===== src/rtl/power_activity_gen.sv =====
// Switching-activity generator: NCH channels stepping as hold/counter/LFSR/toggle
// at a prescaled rate, with optional bounded bursts and a one-cycle done pulse.
module power_activity_gen #(
  parameter int              WIDTH   = 8,
  parameter int              NCH     = 4,
  parameter int              DIV_W   = 8,
  parameter int              BURST_W = 16,
  parameter logic [WIDTH-1:0] POLY   = WIDTH'(8'hB8)
) (
  input  logic                 clk,
  input  logic                 rst,
  input  logic                 cfg_we,
  input  logic [1:0]           cfg_mode,
  input  logic [DIV_W-1:0]     cfg_div,
  input  logic [BURST_W-1:0]   cfg_burst,
  input  logic [NCH-1:0]       cfg_mask,
  input  logic                 start,
  input  logic                 stop,
  output logic [NCH*WIDTH-1:0] ch_out,
  output logic                 busy,
  output logic                 done,
  output logic [BURST_W-1:0]   step_cnt
);

  typedef enum logic {IDLE, RUN} state_t;

  state_t             state_q;
  logic [1:0]         mode_q;
  logic [DIV_W-1:0]   div_q;
  logic [BURST_W-1:0] burst_q;
  logic [NCH-1:0]     mask_q;
  logic [DIV_W-1:0]   pre_q;
  logic [BURST_W-1:0] step_q;
  logic               done_q;
  logic [WIDTH-1:0]   ch_q [NCH];

  logic [1:0]         eff_mode;
  logic [NCH-1:0]     eff_mask;
  logic [BURST_W-1:0] step_d;
  logic               step_now;

  // A config write on the start edge takes effect for that very run.
  assign eff_mode = cfg_we ? cfg_mode : mode_q;
  assign eff_mask = cfg_we ? cfg_mask : mask_q;
  assign step_d   = step_q + BURST_W'(1);
  assign step_now = (pre_q == div_q);

  function automatic logic [WIDTH-1:0] seed_val(input logic [1:0] mode, input int idx,
                                                input logic [WIDTH-1:0] cur);
    logic [WIDTH-1:0] r;
    case (mode)
      2'd1:    r = WIDTH'(idx);
      2'd2:    r = WIDTH'(idx + 1);
      2'd3:    r = {(WIDTH/2){2'b01}};
      default: r = cur;
    endcase
    return r;
  endfunction

  function automatic logic [WIDTH-1:0] step_val(input logic [1:0] mode, input logic [WIDTH-1:0] cur);
    logic [WIDTH-1:0] r;
    case (mode)
      2'd1:    r = cur + WIDTH'(1);
      2'd2:    r = (cur >> 1) ^ (cur[0] ? POLY : '0);
      2'd3:    r = ~cur;
      default: r = cur;
    endcase
    return r;
  endfunction

  // start/stop are level-sampled commands: start acts only in IDLE without stop,
  // stop acts only in RUN; neither is acknowledged beyond the busy level.
  always_ff @(posedge clk) begin
    if (rst) begin
      state_q <= IDLE;
      mode_q  <= 2'd0;
      div_q   <= '0;
      burst_q <= '0;
      mask_q  <= '1;
      pre_q   <= '0;
      step_q  <= '0;
      done_q  <= 1'b0;
      for (int c = 0; c < NCH; c++) ch_q[c] <= '0;
    end else begin
      done_q <= 1'b0;
      case (state_q)
        IDLE: begin
          if (cfg_we) begin
            mode_q  <= cfg_mode;
            div_q   <= cfg_div;
            burst_q <= cfg_burst;
            mask_q  <= cfg_mask;
          end
          if (start && !stop) begin
            state_q <= RUN;
            pre_q   <= '0;
            step_q  <= '0;
            for (int c = 0; c < NCH; c++)
              ch_q[c] <= eff_mask[c] ? seed_val(eff_mode, c, ch_q[c]) : '0;
          end
        end
        RUN: begin
          if (step_now) begin
            pre_q  <= '0;
            step_q <= step_d;
            for (int c = 0; c < NCH; c++)
              if (mask_q[c]) ch_q[c] <= step_val(mode_q, ch_q[c]);
          end else begin
            pre_q <= pre_q + DIV_W'(1);
          end
          // Stop outranks burst completion, but the coincident step still lands.
          if (stop) begin
            state_q <= IDLE;
          end else if (step_now && burst_q != '0 && step_d == burst_q) begin
            state_q <= IDLE;
            done_q  <= 1'b1;
          end
        end
        default: state_q <= IDLE;
      endcase
    end
  end

  for (genvar g = 0; g < NCH; g++) begin : g_ch
    assign ch_out[g*WIDTH +: WIDTH] = ch_q[g];
  end

  assign busy     = (state_q == RUN);
  assign done     = done_q;
  assign step_cnt = step_q;

endmodule


===== config.mk =====
export PLATFORM = sky130hd
export DESIGN_NAME = power_activity_gen
export DESIGN_NICKNAME = d
export VERILOG_FILES = /design/src/rtl/power_activity_gen.sv
export SDC_FILE = /design/constraint.sdc
export NUM_CORES = 1
export LEC_CHECK = 0
export CORE_UTILIZATION = 50
export CTS_CLUSTER_DIAMETER = 60
export DETAILED_ROUTE_END_ITERATION = 8
export DONT_BUFFER_PORTS = 1
export MAX_ROUTING_LAYER = met4
export PLACE_DENSITY_LB_ADDON = 0.1
export SYNTH_ARGS = -nofsm -noshare
export SYNTH_HDL_FRONTEND = slang
export SYNTH_SLANG_ARGS = --single-unit

===== constraint.sdc =====
create_clock -name clk -period 3.65 [get_ports clk]
set_input_delay 0.73 -clock clk [delete_from_list [all_inputs] [get_ports clk]]
set_output_delay 0.73 -clock clk [all_outputs]
set_load 0.05 [all_outputs]

Yosys cells after proc, flatten, opt, wreduce, memory -nomap -nowiden --
Memory sizes are Yosys's and may differ from the RTL's. Index checks and enable logic that the tools add are counted.
Storage, ports and cells: RAM bits 32, register bits after elaboration 56, memories 1, word-level logic and storage cells 140, output and inout bits 50
Memory list:
- ch_q | depth 4, bits a word 8, read ports 4, clocked after memory_dff 0, wr ports 4, RTL line 35 | logic [WIDTH-1:0] ch_q [NCH];
Cells by class: $add $sub $neg 6, equal/unequal tests 10, bitwise gates (word level) 17, mux-type cells 90, reduce and logical (&&, ||, !) cells 8
Operators with widths (count):
- 2-to-1 mux 8 bit | 46
- case mux 8 bit (3 select lines) | 8
- adder 8 x 1 -> 8 bit (second input constant) | 5
- 2-to-1 mux 16 bit | 2
- inverter 8 bit | 4
- case mux 16 bit (2 select lines) | 1
- bitwise XOR 7 x 8 -> 8 bit | 4
- 2-to-1 mux 1 bit | 29
- adder 16 x 1 -> 16 bit (second input constant) | 1
- == test 16 bit | 1
- case mux 8 bit (2 select lines) | 1
- nonzero test 16 bit | 1
- == test 2 bit (second input constant) | 4
- == test 8 bit | 1
- OR 1 bit | 8
- == test 2 x 1 -> 1 bit (second input constant) | 2
- 2-to-1 mux 4 bit | 1
- AND reduction 2 bit | 2
- logical AND 1 bit | 3
- OR reduction 3 bit | 1
- 2-to-1 mux 2 bit | 1
- != test 2 x 1 -> 1 bit (second input constant) | 1
- != test 2 bit (second input constant) | 1
- case mux 1 bit (2 select lines) | 1
- 2 further kinds | 2

Longest topological paths before layout --
depth after elaboration 9, depth in mapped cells 9

Worst setup path after synthesis --
Ideal clock, no wire load.
path kind register to register, start point register step_q[9], in the netlist step_cnt[9], end point register state_q, in the netlist busy, stages on the path, launching flop included 8, buffers on the path 1, data required time 3536 ps, clock period less this slack 2687 ps, data arrival time 2573 ps, slack 963 ps, cell sequence dfxtp_1 -> buf_2 -> nand4_1 -> or4_1 -> xnor2_1 -> or3_2 -> a2111o_1 -> a21o_1
On the way: word-level cells in the longest chain between the ends 6
Ends and longest elaborated chain:
- start, declared | RTL line 33 | logic [BURST_W-1:0] step_q;
- start signal, assigned | RTL line 105 | step_q <= step_d;
- adder 16 x 1 -> 16 bit | RTL line 45 | assign step_d = step_q + BURST_W'(1);
- == test 16 bit | RTL line 114 | end else if (step_now && burst_q != '0 && step_d == burst_q) begin
- logical AND 1 bit | RTL line 114
- 2-to-1 mux 1 bit | RTL line 114
- 2-to-1 mux 1 bit | RTL line 112 | if (stop) begin
- case mux 1 bit (2 select lines) | RTL line 86 | case (state_q)
- end signal, assigned | RTL line 113 | state_q <= IDLE;
- end signal, assigned | RTL line 115 | state_q <= IDLE;
- end signal, assigned | RTL line 119 | default: state_q <= IDLE;
- end, declared | RTL line 27 | state_t state_q;
No other way between the ends. A chain may end at the register's enable or synchronous reset.

Worst setup path in the final report --
start point register step_q[7], in the netlist step_cnt[7], end point register state_q, in the netlist busy
Same word-level chain as after synthesis.

==> results.sh <==
export IMPL_cts_sinks=88
export IMPL_clk_pin_slew_ns=0.09
export IMPL_grt_max_degree=59
export IMPL_worst_pin_slew_ns=1.05
export IMPL_dp_hpwl_um=9430
export IMPL_clkPwrFrac_pct=32.7
export IMPL_cp_data_arrival_time_ns=3.15
export IMPL_min_period_ns=2.88
export IMPL_final_hold_violation_count=0
export IMPL_drive_above_1_share_pct=6.19
export IMPL_antenna_found_initial=0
export IMPL_wl_per_cell_um=16.7
export IMPL_io_pins=85
export IMPL_synth_distinct_cells=54
export IMPL_synth_area_um2=5510
export IMPL_clk_latency_ns=0.37
export IMPL_routed_wl_um=13300
export IMPL_yosysWarnings=0
export IMPL_drt_initial_drc_count=388
export IMPL_antenna_left=0
export IMPL_cts_tree="done"
export IMPL_via_per_inst=5.99
export IMPL_htree_num_levels=3
export IMPL_clockBufferDepth=2
export IMPL_cp_end_kind="flip-flop"
export IMPL_design_die_area_um2=11400
export IMPL_rsz0062_at_grt="false"
export IMPL_final_area_um2=5810
export IMPL_die_h_um=107
export IMPL_ys_ff_latch=88
export IMPL_syn_area_per_cell_um2=8.13
export IMPL_layoutNonFillerInstCount=798
export IMPL_layout_nets=701
export IMPL_postCtsSetupRepairBufs=0
export IMPL_synthesis_nets=721
export IMPL_synth_top_cell_by_area="dfxtp_1"
export IMPL_core_rowCount=37
export IMPL_finClkSkew_ns=0.0130
export IMPL_syn_inst=677
export IMPL_vias=4784
export IMPL_synth_area_leaders="dfxtp_1 20%, edfxtp_1 17%, a21oi_1 6.8%, nand2_1 6.3%, xnor2_1 4.0%"
export IMPL_area_growth_pct=5.55
export IMPL_setup_tns_ns=0
export IMPL_path_cells="nand4_1, or4_1, xnor2_1, or3_2, a2111o_1, a21o_1"
export IMPL_core_area_um2=10500
export IMPL_grt_pass1_wl_um=22000
export IMPL_slew_viol_final=0
export IMPL_p_total_w=0.00229
export IMPL_path_class="reg2reg"
export IMPL_cts_resized=0
export IMPL_cts_inserted_buffers=9
export IMPL_cpMaxStageDelayCell="dfxtp_1"
export IMPL_cts_hold_buf=0
export IMPL_grt_ovfl_total=0
export IMPL_hp_class="in2reg"
export IMPL_cp_start_kind="flip-flop"
export IMPL_p_int_w=0.00159
export IMPL_power_density_nw_per_um2=394
export IMPL_cp_required_ns=3.91
export IMPL_pwr_share_seq_pct=54.0
export IMPL_diodes=0
export IMPL_synth_main_ff_cell="dfxtp_1"
export IMPL_hold_ws_ns=0.429
export IMPL_fillers=969
export IMPL_yosys_area_top_type_share_pct=20.4
export IMPL_clock_root_buffer="clkbuf_8"
export IMPL_ir_drop_v=0.000291
export IMPL_synth_most_common_cell="nand2_1"
export IMPL_grt_pass1_vias=4499
export IMPL_worst_path_largest_cell_delay_ns=0.81
export IMPL_status="completed"
export IMPL_finalSetupViolCount=0
export IMPL_synth_edf_count=32
export IMPL_grtUsageTotal_pct=24.8
export IMPL_swShare_pct=30.6
export IMPL_placed_area_um2=5580
export IMPL_fmax_mhz=347
export IMPL_p_sw_w=0.000700
export IMPL_cp_max_fo=9
export IMPL_dpl_cell_count=782
export IMPL_die_w_um=107
export IMPL_async_flop_share_pct=0
export IMPL_yosysSeqAreaShare_pct=37.8
export IMPL_finalCritPeriodShare_pct=79.0
export IMPL_drt_pass1_iterations=5
export IMPL_power_leakage_nw=2.14
export IMPL_portBuffers=0
export IMPL_cap_violations=0
export IMPL_gp_congestion=0.886
export IMPL_synthTopCellsByCount="93 x nand2_1, 75 x a21oi_1, 56 x dfxtp_1"
export IMPL_route_detailed_drc=0
export IMPL_maxSlewHeadroom_pct=29.8
export IMPL_combinationalPowerShare_pct=13.3
export IMPL_initial_core_util_pct=52.4
[registers in the layout, summed over array words and instances (netlist names)]
signal,count
burst_q,16
busy,1
ch_q,32
div_q,8
done,1
mask_q,4
mode_q,2
pre_q,8
step_cnt,16
[final cells by class]
cell class                 instances  area [um2]  area share (%)
inverter                          15        56.3           0.969
multi-input combinational        527        3160            54.3
tap                              136         170            2.93
clock inverter                     3        47.5           0.818
clock buffer                      13         179            3.08
timing repair buffer              16         120            2.07
sequential                        88        2080            35.8
[worst max-delay path, delay by kind of cell (launching register included)]
family | cells | cell delay, ns
AOI/OAI and AO/OA | 2 | 0.53
xor gates and xnor gates | 1 | 0.15
DFF | 1 | 0.81
and+or+nand+nor | 3 | 1.29
[worst paths after layout]
check	startpoint	to	slack (ns)	cells past startpoint
hold / removal	rst	div_q[0]$_SDFFE_PP0P_	0.43	1
setup reg to reg	step_cnt[7]$_SDFFE_PP0P_	busy$_SDFF_PP0_	0.77	6
hold reg to reg	div_q[6]$_SDFFE_PP0P_	div_q[6]$_SDFFE_PP0P_	0.47	2
setup / recovery	step_cnt[7]$_SDFFE_PP0P_	busy$_SDFF_PP0_	0.77	6
[stage by stage]
step	worst slack [ns]	utilization, %
floorplan	0.963	-
global placement	0.849	53.1
detailed placement	0.771	53.1
CTS	0.762	55.3
global route	0.451	55.3
finish	0.767	55.3
[kinds of logic after synthesis]
group / after synthesis / share of synthesized area [%]
simple gates: 287 / 25.9
compound gates: 170 / 19.2
flops: 88 / 37.8
buf+inv: 62 / 4.95
xor+xnor: 45 / 7.16
mux: 16 / 2.91
fa+ha+maj: 9 / 2.05
[power by group through the flow]
| stage | clock network, W | registers [W] | logic (W) |
|---|---|---|---|
| 4_1_cts | 0.000755 | 0.00124 | 0.000305 |
| 5_1_grt | 0.000800 | 0.00125 | 0.000348 |
| 6_report | 0.000749 | 0.00124 | 0.000304 |
| 2_1_floorplan | 0 | 0.00124 | 0.000261 |
| 3_3_place_gp | 0 | 0.00126 | 0.000298 |
| 3_5_place_dp | 0 | 0.00126 | 0.000303 |
[layer usage]
metal	wire length, um	part of all wire (%)	track usage [%]	vias to the layer above
met5	0	0	-	-
li1	-	-	-	2405
met2	6360	48	40.6	139
met4	164	1.2	8.12	0
met1	5940	45	30.7	2228
met3	852	6.4	4.92	12
[cell usage in the layout, fill, tap and decap left out, types with 18 or more instances in the layout]
| master | netlist | routed |
|---|---|---|
| o21ai_0 | 28 | 28 |
| xnor2_1 | 25 | 25 |
| dfxtp_1 | 56 | 56 |
| nor3_1 | 18 | 18 |
| edfxtp_1 | 32 | 32 |
| nand2_1 | 93 | 93 |
| xor2_1 | 20 | 20 |
| a21oi_1 | 75 | 75 |
| nor2_1 | 54 | 54 |
| nand3_1 | 19 | 19 |
Power figures use the tool's default switching activity.
